$ cat src/rtl/decoder_prog_ctrl_pkg.sv
// -----------------------------------------------------------------------------
// decoder_prog_ctrl_pkg
//   Shared definitions for the 256-bit pattern decoder sequencer:
//   - controller state encoding (also visible on the state_dbg port)
//   - default geometry of the decoder and host word interface
//   - helpers for sizing counters and checking the pattern geometry
// -----------------------------------------------------------------------------
package decoder_prog_ctrl_pkg;

   // Controller states. The 2-bit encoding is exported on state_dbg.
   typedef enum logic [1:0] {
      ST_IDLE  = 2'd0,
      ST_CLEAR = 2'd1,
      ST_LOAD  = 2'd2,
      ST_ARMED = 2'd3
   } ctrl_state_e;

   // Default geometry: decoder width, host word width, match counter width.
   localparam int unsigned DEF_PAT_LEN = 256;
   localparam int unsigned DEF_WORD_W  = 8;
   localparam int unsigned DEF_CNT_W   = 16;

   // Width of a counter that must hold values 0..max_val inclusive.
   function automatic int unsigned cnt_width(input int unsigned max_val);
      if (max_val <= 1) begin
         return 1;
      end
      return $clog2(max_val + 1);
   endfunction

   // The pattern must be an exact, non-empty whole number of host words.
   function automatic bit pat_geometry_ok(input int unsigned pat_len,
                                          input int unsigned word_w);
      return (word_w > 0) && (pat_len >= word_w) && ((pat_len % word_w) == 0);
   endfunction

endpackage

$ cat src/rtl/decoder_prog_ctrl_pat_serializer.sv
// -----------------------------------------------------------------------------
// decoder_prog_ctrl_pat_serializer
//   WORD_W-bit load/shift register that turns host pattern words into a
//   serial bit stream, LSB first, one bit per clock.
//
//   Handshake: a word transfers on a rising edge where pat_valid and
//   pat_ready are both high; the host holds pat_data stable while pat_valid
//   is high and pat_ready is low. pat_ready never depends on pat_valid.
//
// Ports
//   clk        in   rising-edge clock
//   clr        in   asynchronous active-low reset (empties the shifter)
//   flush      in   synchronous: discard any partially shifted word
//   accept_en  in   the controller will take another word this cycle
//   pat_valid  in   host word valid
//   pat_data   in   host word, shifted out LSB first
//   pat_ready  out  word accepted this cycle if pat_valid is high
//   bit_out    out  current serial bit
//   bit_valid  out  bit_out holds a pattern bit this cycle
//   last_bit   out  bit_out is the final bit of the current word
// -----------------------------------------------------------------------------
module decoder_prog_ctrl_pat_serializer
   import decoder_prog_ctrl_pkg::*;
#(
   parameter int unsigned WORD_W = DEF_WORD_W
)
(
   input  logic              clk,
   input  logic              clr,
   input  logic              flush,
   input  logic              accept_en,
   input  logic              pat_valid,
   input  logic [WORD_W-1:0] pat_data,
   output logic              pat_ready,
   output logic              bit_out,
   output logic              bit_valid,
   output logic              last_bit
);

   localparam int unsigned CW = cnt_width(WORD_W);

   logic [WORD_W-1:0] shreg_q;
   logic [CW-1:0]     left_q;   // pattern bits still to be shifted out
   logic              take;

   assign bit_valid = (left_q != '0);
   assign last_bit  = (left_q == CW'(1));
   assign bit_out   = shreg_q[0];

   // Ready while empty, and also while the final bit is on the line so the
   // next word lands in the very next cycle with no gap in the stream.
   assign pat_ready = accept_en && (!bit_valid || last_bit);
   assign take      = pat_valid && pat_ready;

   always_ff @(posedge clk or negedge clr) begin
      if (!clr) begin
         shreg_q <= '0;
         left_q  <= '0;
      end else if (flush) begin
         shreg_q <= '0;
         left_q  <= '0;
      end else if (take) begin
         shreg_q <= pat_data;
         left_q  <= CW'(WORD_W);
      end else if (bit_valid) begin
         shreg_q <= shreg_q >> 1;
         left_q  <= left_q - CW'(1);
      end
   end

endmodule

$ cat src/rtl/decoder_prog_ctrl.sv
// -----------------------------------------------------------------------------
// decoder_prog_ctrl
//   Sequencer for the 256-bit pattern decoder. Clears the decoder, streams a
//   pattern received as host words onto dec_prgm/dec_enable, then arms the
//   decoder, counts match cycles and raises a sticky interrupt.
//
//   Handshake: a pattern word transfers on a rising edge where pat_valid and
//   pat_ready are both high; pat_data is held while pat_valid is high and
//   pat_ready is low. pat_ready does not depend on pat_valid.
//
// Ports
//   clk          in   rising-edge clock
//   clr          in   asynchronous active-low reset
//   start        in   1-cycle request: (re)program the decoder
//   abort        in   1-cycle request: back to IDLE, clear the decoder
//   pat_valid    in   host pattern word valid
//   pat_data     in   host pattern word (WORD_W), LSB shifted first
//   pat_ready    out  pattern word accepted this cycle
//   dec_clr      out  active-high clear to decoder registers
//   dec_enable   out  shift enable for the decoder PROGRAM register
//   dec_prgm     out  serial pattern bit
//   dec_match    in   decoder equality output
//   armed        out  pattern loaded, matches being counted
//   busy         out  CLEAR or LOAD in progress
//   match_pulse  out  dec_match registered while armed
//   match_count  out  saturating count of armed match cycles (CNT_W)
//   irq          out  sticky match interrupt
//   irq_ack      in   clears irq (a same-cycle match keeps it set)
//   state_dbg    out  current controller state (ctrl_state_e encoding)
// -----------------------------------------------------------------------------
module decoder_prog_ctrl
   import decoder_prog_ctrl_pkg::*;
#(
   parameter int unsigned PAT_LEN = DEF_PAT_LEN,
   parameter int unsigned WORD_W  = DEF_WORD_W,
   parameter int unsigned CNT_W   = DEF_CNT_W
)
(
   input  logic              clk,
   input  logic              clr,
   input  logic              start,
   input  logic              abort,
   input  logic              pat_valid,
   input  logic [WORD_W-1:0] pat_data,
   output logic              pat_ready,
   output logic              dec_clr,
   output logic              dec_enable,
   output logic              dec_prgm,
   input  logic              dec_match,
   output logic              armed,
   output logic              busy,
   output logic              match_pulse,
   output logic [CNT_W-1:0]  match_count,
   output logic              irq,
   input  logic              irq_ack,
   output logic [1:0]        state_dbg
);

   localparam int unsigned N_WORDS    = PAT_LEN / WORD_W;
   localparam int unsigned BIT_CW     = cnt_width(PAT_LEN);
   localparam int unsigned WORD_CNT_W = cnt_width(N_WORDS);

   if (!pat_geometry_ok(PAT_LEN, WORD_W)) begin : g_bad_geometry
      $error("decoder_prog_ctrl: PAT_LEN must be a non-zero multiple of WORD_W");
   end

   ctrl_state_e state_q, state_d;

   logic [BIT_CW-1:0]     bit_cnt_q;    // pattern bits already enabled
   logic [WORD_CNT_W-1:0] word_cnt_q;   // host words already accepted
   logic [CNT_W-1:0]      match_cnt_q;
   logic                  irq_q;
   logic                  match_pulse_q;
   logic                  abort_clr_q;  // dec_clr pulse in the cycle after an abort

   logic in_idle, in_clear, in_load, in_armed;
   logic ser_bit, ser_bit_valid, ser_last_bit;
   logic ser_flush, accept_en, word_take;
   logic last_pat_bit, count_en, cnt_sat;

   assign in_idle  = (state_q == ST_IDLE);
   assign in_clear = (state_q == ST_CLEAR);
   assign in_load  = (state_q == ST_LOAD);
   assign in_armed = (state_q == ST_ARMED);

   // ---------------------------------------------------------------------------
   // Word intake and serialisation
   // ---------------------------------------------------------------------------
   // Stop accepting once the whole pattern is in, and never accept on an abort
   // cycle since that word would be discarded.
   assign accept_en = in_load && !abort && (word_cnt_q < WORD_CNT_W'(N_WORDS));
   assign ser_flush = in_clear || abort;
   assign word_take = pat_valid && pat_ready;

   decoder_prog_ctrl_pat_serializer #(
      .WORD_W (WORD_W)
   ) u_pat_serializer (
      .clk       (clk),
      .clr       (clr),
      .flush     (ser_flush),
      .accept_en (accept_en),
      .pat_valid (pat_valid),
      .pat_data  (pat_data),
      .pat_ready (pat_ready),
      .bit_out   (ser_bit),
      .bit_valid (ser_bit_valid),
      .last_bit  (ser_last_bit)
   );

   assign dec_enable = in_load && ser_bit_valid;
   assign dec_prgm   = dec_enable && ser_bit;

   // The final pattern bit is always the final bit of the final word.
   assign last_pat_bit = dec_enable && ser_last_bit &&
                         (bit_cnt_q == BIT_CW'(PAT_LEN - 1));

   // ---------------------------------------------------------------------------
   // Controller FSM
   // ---------------------------------------------------------------------------
   always_ff @(posedge clk or negedge clr) begin
      if (!clr) begin
         state_q <= ST_IDLE;
      end else begin
         state_q <= state_d;
      end
   end

   // abort is checked first in every state so it wins over start.
   always_comb begin
      state_d = state_q;
      case (state_q)
         ST_IDLE: begin
            if (start && !abort) begin
               state_d = ST_CLEAR;
            end
         end
         ST_CLEAR: begin
            if (abort) begin
               state_d = ST_IDLE;
            end else begin
               state_d = ST_LOAD;
            end
         end
         ST_LOAD: begin
            if (abort) begin
               state_d = ST_IDLE;
            end else if (last_pat_bit) begin
               state_d = ST_ARMED;
            end
         end
         ST_ARMED: begin
            if (abort) begin
               state_d = ST_IDLE;
            end else if (start) begin
               state_d = ST_CLEAR;
            end
         end
         default: begin
            state_d = ST_IDLE;
         end
      endcase
   end

   assign state_dbg = state_q;

   // ---------------------------------------------------------------------------
   // Load progress counters: zeroed by CLEAR, advanced only in LOAD. After an
   // abort they keep stale values, which is harmless as CLEAR precedes LOAD.
   // ---------------------------------------------------------------------------
   always_ff @(posedge clk or negedge clr) begin
      if (!clr) begin
         bit_cnt_q  <= '0;
         word_cnt_q <= '0;
      end else if (in_clear) begin
         bit_cnt_q  <= '0;
         word_cnt_q <= '0;
      end else if (in_load) begin
         if (dec_enable) begin
            bit_cnt_q <= bit_cnt_q + BIT_CW'(1);
         end
         if (word_take) begin
            word_cnt_q <= word_cnt_q + WORD_CNT_W'(1);
         end
      end
   end

   // ---------------------------------------------------------------------------
   // Match counting and interrupt
   // ---------------------------------------------------------------------------
   assign count_en = in_armed && dec_match;
   assign cnt_sat  = &match_cnt_q;

   // The count is left untouched in IDLE so software can read it after abort.
   always_ff @(posedge clk or negedge clr) begin
      if (!clr) begin
         match_cnt_q <= '0;
      end else if (in_clear) begin
         match_cnt_q <= '0;
      end else if (count_en && !cnt_sat) begin
         match_cnt_q <= match_cnt_q + CNT_W'(1);
      end
   end

   // A match in the same cycle as irq_ack keeps the interrupt asserted.
   always_ff @(posedge clk or negedge clr) begin
      if (!clr) begin
         irq_q <= 1'b0;
      end else if (in_clear) begin
         irq_q <= 1'b0;
      end else if (count_en) begin
         irq_q <= 1'b1;
      end else if (irq_ack) begin
         irq_q <= 1'b0;
      end
   end

   always_ff @(posedge clk or negedge clr) begin
      if (!clr) begin
         match_pulse_q <= 1'b0;
         abort_clr_q   <= 1'b0;
      end else begin
         match_pulse_q <= count_en;
         abort_clr_q   <= abort && !in_idle;
      end
   end

   // ---------------------------------------------------------------------------
   // Outputs. dec_clr follows clr directly so the decoder is held clear for
   // the whole reset, not just from the first clock edge.
   // ---------------------------------------------------------------------------
   assign dec_clr     = !clr || in_clear || abort_clr_q;
   assign armed       = in_armed;
   assign busy        = in_clear || in_load;
   assign match_pulse = match_pulse_q;
   assign match_count = match_cnt_q;
   assign irq         = irq_q;

endmodule
$ cat config.mk
export PLATFORM = sky130hd
export DESIGN_NAME = decoder_prog_ctrl
export DESIGN_NICKNAME = d
export VERILOG_FILES = /design/src/rtl/decoder_prog_ctrl_pkg.sv /design/src/rtl/decoder_prog_ctrl_pat_serializer.sv /design/src/rtl/decoder_prog_ctrl.sv
export SDC_FILE = /design/constraint.sdc
export NUM_CORES = 1
export LEC_CHECK = 0
export ABC_CLOCK_PERIOD_IN_PS = 3400
export BUFFER_PORTS_ARGS = -buffer_cell sky130_fd_sc_hd__buf_2
export CAP_MARGIN = 20
export CORE_MARGIN = 3
export CORE_UTILIZATION = 45
export DETAILED_ROUTE_END_ITERATION = 8
export MAX_ROUTING_LAYER = met4
export PLACE_DENSITY = 0.66
export SYNTH_ARGS = -nofsm -noshare
export SYNTH_HDL_FRONTEND = slang
export SYNTH_SLANG_ARGS = --single-unit
$ cat constraint.sdc
create_clock -name clk -period 3.4 [get_ports clk]
set_clock_uncertainty 0.15 [all_clocks]
set_input_delay 0.68 -clock clk [delete_from_list [all_inputs] [get_ports clk]]
set_output_delay 0.68 -clock clk [all_outputs]
set_load 0.005 [all_outputs]
==> parameters.txt <==
Parameter                              Value

Place
  Last weighted congestion value of the routability-driven placer    0.795
  Cell total after placement    ~380
  Count of buffers inserted at the top-level ports    40
  Placed wire-length estimate after detailed placement    3760 um

Cells and area
  Leading cell types in the layout, fill and taps excluded    48 x dfrtp_1, 40 x buf_2, 32 x nor2_1
  Final design utilization    between 50% and 60%
  Net count, final    339
  Leading cell type in the layout, fill and taps excluded    dfrtp_1
  # diodes    0
  Fill cell total of the finished layout    537
  Layout cell share with drive strength beyond 1    between 10% and 20%
  Sequential cell area    1200 sq um
  Number of non-filler instances in the completed layout    a little under 400
  Area used by multi-input combinational logic    1350 sq um
  Layout Area Growth over Synthesis    14.2%

Routing
  Aggregate routed wire length    around 5400 um
  Via density    approximately 5.5
  Average routed wire per standard cell    14.0 um
  Routed length on met2    around 2500 um
  Iteration-0 DRC Markers    91
  Residual DRC    0
  Iteration count of the initial detailed-routing pass    4
  Detailed-routed wire length on met3    149 um
  Post-route ant nets    0
  Top Layer Used    met4
  Via count    roughly 2100
  Met1 Routed Length    roughly 2700 um

Power
  Fraction of power spent switching nets    between 30% and 40%
  Portion of total power attributed to sequential cells    37.1%
  Net switching power    0.000801 W
  Ratio of total power to cell area    between 600 and 700 nW/um^2
  Combinational share of power    about 41%
  Pleak    roughly 1.4 nW
  Final Power    about 0.002 W
  Clock Power Share    roughly 22%
  Internal power component    between 0.001 and 0.0015 W
  Worst voltage drop across the vdd grid    approximately 0.00067 V

STA
  Number of failing setup endpoints in the final timing report    0
  Pins Over Slew Limit    0
  Final setup TNS    0 ns
  Relative slew slack    35.9%
  Actual transition at the worst max-transition pin    0.938 ns
  Hold violation count in the final report    0
  Share of the clock period used by the worst path after layout    86.2%
  RSZ-0062 raised after global routing    no
  Max frequency    ~340 MHz
  Post-layout min period    about 2.9 ns

Clocking
  Count of hold buffers inserted by post-cts repair    0
  Maximum clock path buffer count    2
  Inserted Clock Buffers    5
  Maximum level of the CTS H-tree    2
  # Post-CTS Setup Buffers    0
  CTS-repair resized insts    0
  TritonCTS sink count    48
  Clock slew at reported path FFs    roughly 0.090 ns
  CTS tree    built
  Clock latency of the later-clocked register in the worst-skew pair    0.30 ns
  Clock root cell    clkbuf_8

Setup path
  Kind of end point of the critical path    flip-flop
  Peak fanout along the critical path    23
  Slowest stage cell on the critical path    or3_1
  Type of the setup path with the least slack    reg -> reg
  Delay of the slowest critical-path stage    0.67 ns
  Category of the worst setup path launch point    flip-flop
  Critical Path Start    state_dbg[0]
  Launch point of the worst reg-to-reg path    state_dbg[0]
  Arr. time, crit path    2.97 ns
  Data required time of the critical path    around 3.4 ns
  List of cells traversed by the critical path    inv_1 -> ha_1 -> or4b_4 -> or3_1 -> nor3_1 -> o21ai_0 -> a22o_1

Die
  Area of the die    6830 sq um
  Core area    ~5600 sq um
  Vert. Die Dim    between 80 and 90 um
  Die span in x    between 80 and 90 um
  I/O pin total    41
  Number of placement rows    27
  Initial standard-cell utilization of the core    a little under half

Global route
  Antenna violations before repair    0
  First-pass GRT wire length    9230 um
  Congestion Overflow GR    0
  Via count of the first global-routing pass    1971
  Overall track demand over capacity in global routing    around 18%
  Maximum number of pins on one net before global-route repair    49

Synthesis
  Warning count from the yosys run    0
  Unique cell type count in the Yosys netlist    46
  Portion of the post-synthesis area used by sequential elements    a little under half
  Post-synthesis instance area    around 2600 sq um
  EDFF count, synth    0
  Mapped Cells    about 280
  Ys flop type    dfrtp_1
  Total nets after synthesis    slightly above 300
  Mean cell area of the mapped netlist    approximately 9.6 sq um
  Seq cells post-synth    between 40 and 50
  Fraction of registers with async set or reset after synthesis    100%

Run
  Total of max-cap violations    0

Hold path
  Class of the worst hold path    in -> async

Run status
  Status    completed
==> cells by family after synthesis <==
group	after synthesis	share of synthesized area (%)
xor gates and xnor gates	17	5.63
buffers and inverters	23	3.64
DFF	48	45.4
adders and majority gates	12	5.68
and+or+nand+nor	119	24.5
muxes	9	3.45
AOI/OAI and AO/OA	47	11.7
==> routing by layer <==
| metal | vias to the layer above | track usage [%] |
|---|---|---|
| met5 | - | - |
| met4 | 0 | 4.90 |
| met3 | 4 | 3.58 |
| met2 | 32 | 26.0 |
| met1 | 1011 | 25.2 |
| li1 | 1063 | - |
==> sequential cells by signal, summed over array words and instances, names as in the netlist <==
register / flops
match_count: 16
bit_cnt_q: 9
u_pat_serializer.shreg_q: 8
word_cnt_q: 6
u_pat_serializer.left_q: 4
state_dbg: 2
abort_clr_q: 1
irq: 1
match_pulse: 1
==> critical path: cells and delay by family, from the launching register on <==
kind | cells | cell delay (ns)
flops | 1 | 0.45
simple gates | 3 | 1.51
buf+inv | 1 | 0.14
fa+ha+maj | 1 | 0.28
compound gates | 2 | 0.30
==> worst paths after layout <==
kind | depth (start not counted) | end | slack (ns)
min reg2reg | 2 | bit_cnt_q[8] | 0.33
max reg2reg | 7 | word_cnt_q[5] | 0.47
max in group asynchronous | 2 | u_pat_serializer.left_q[0] | 2.35
min | 2 | state_dbg[1] | 0.33
max | 7 | word_cnt_q[5] | 0.47
min in group clk | 2 | bit_cnt_q[8] | 0.33
==> power groups by stage <==
stage                     clock network [W]  registers [W]  logic, W
final                              0.000436       0.000751  0.000839
after global routing               0.000474       0.000767  0.000954
after CTS                          0.000451       0.000750  0.000850
after detailed placement                  0       0.000761  0.000846
after global placement                    0       0.000758  0.000832
after floorplan                           0       0.000741  0.000671
==> cells in the mapped netlist (all sizes together), types with 7 or more instances <==
library cell	n	area share [%]
clkbuf	8	1.1
xnor2	9	3.0
o21ai	7	1.3
inv	10	1.4
dfrtp	48	45
nand3	9	1.7
mux2i	8	3.0
ha	12	5.7
a211oi	8	2.3
xor2	8	2.6
a21oi	15	2.8
nand4	11	2.6
nor2	32	4.5
nor3	7	1.3
nand2	17	2.4
==> metrics by stage <==
step | instance area (sq um) | setup slack (ns) | hold WS, ns
after floorplan | 2650 | 0.820 | 0.234
after global placement | 2900 | 0.490 | 0.313
after detailed placement | 2900 | 0.464 | 0.318
after CTS | 3020 | 0.472 | 0.340
after global routing | 3020 | 0.290 | 0.368
final | 3020 | 0.471 | 0.330
==> cell type report <==
type / count / area share [%]
Clock inverter: 2 / 1.28
Timing Repair Buffer: 43 / 7.37
Clock buffer: 6 / 2.73
Multi-Input combinational cell: 204 / 44.6
Inverter: 10 / 1.24
Tap cell: 72 / 2.98
Sequential cell: 48 / 39.8
(Power assumes the default switching activity.)
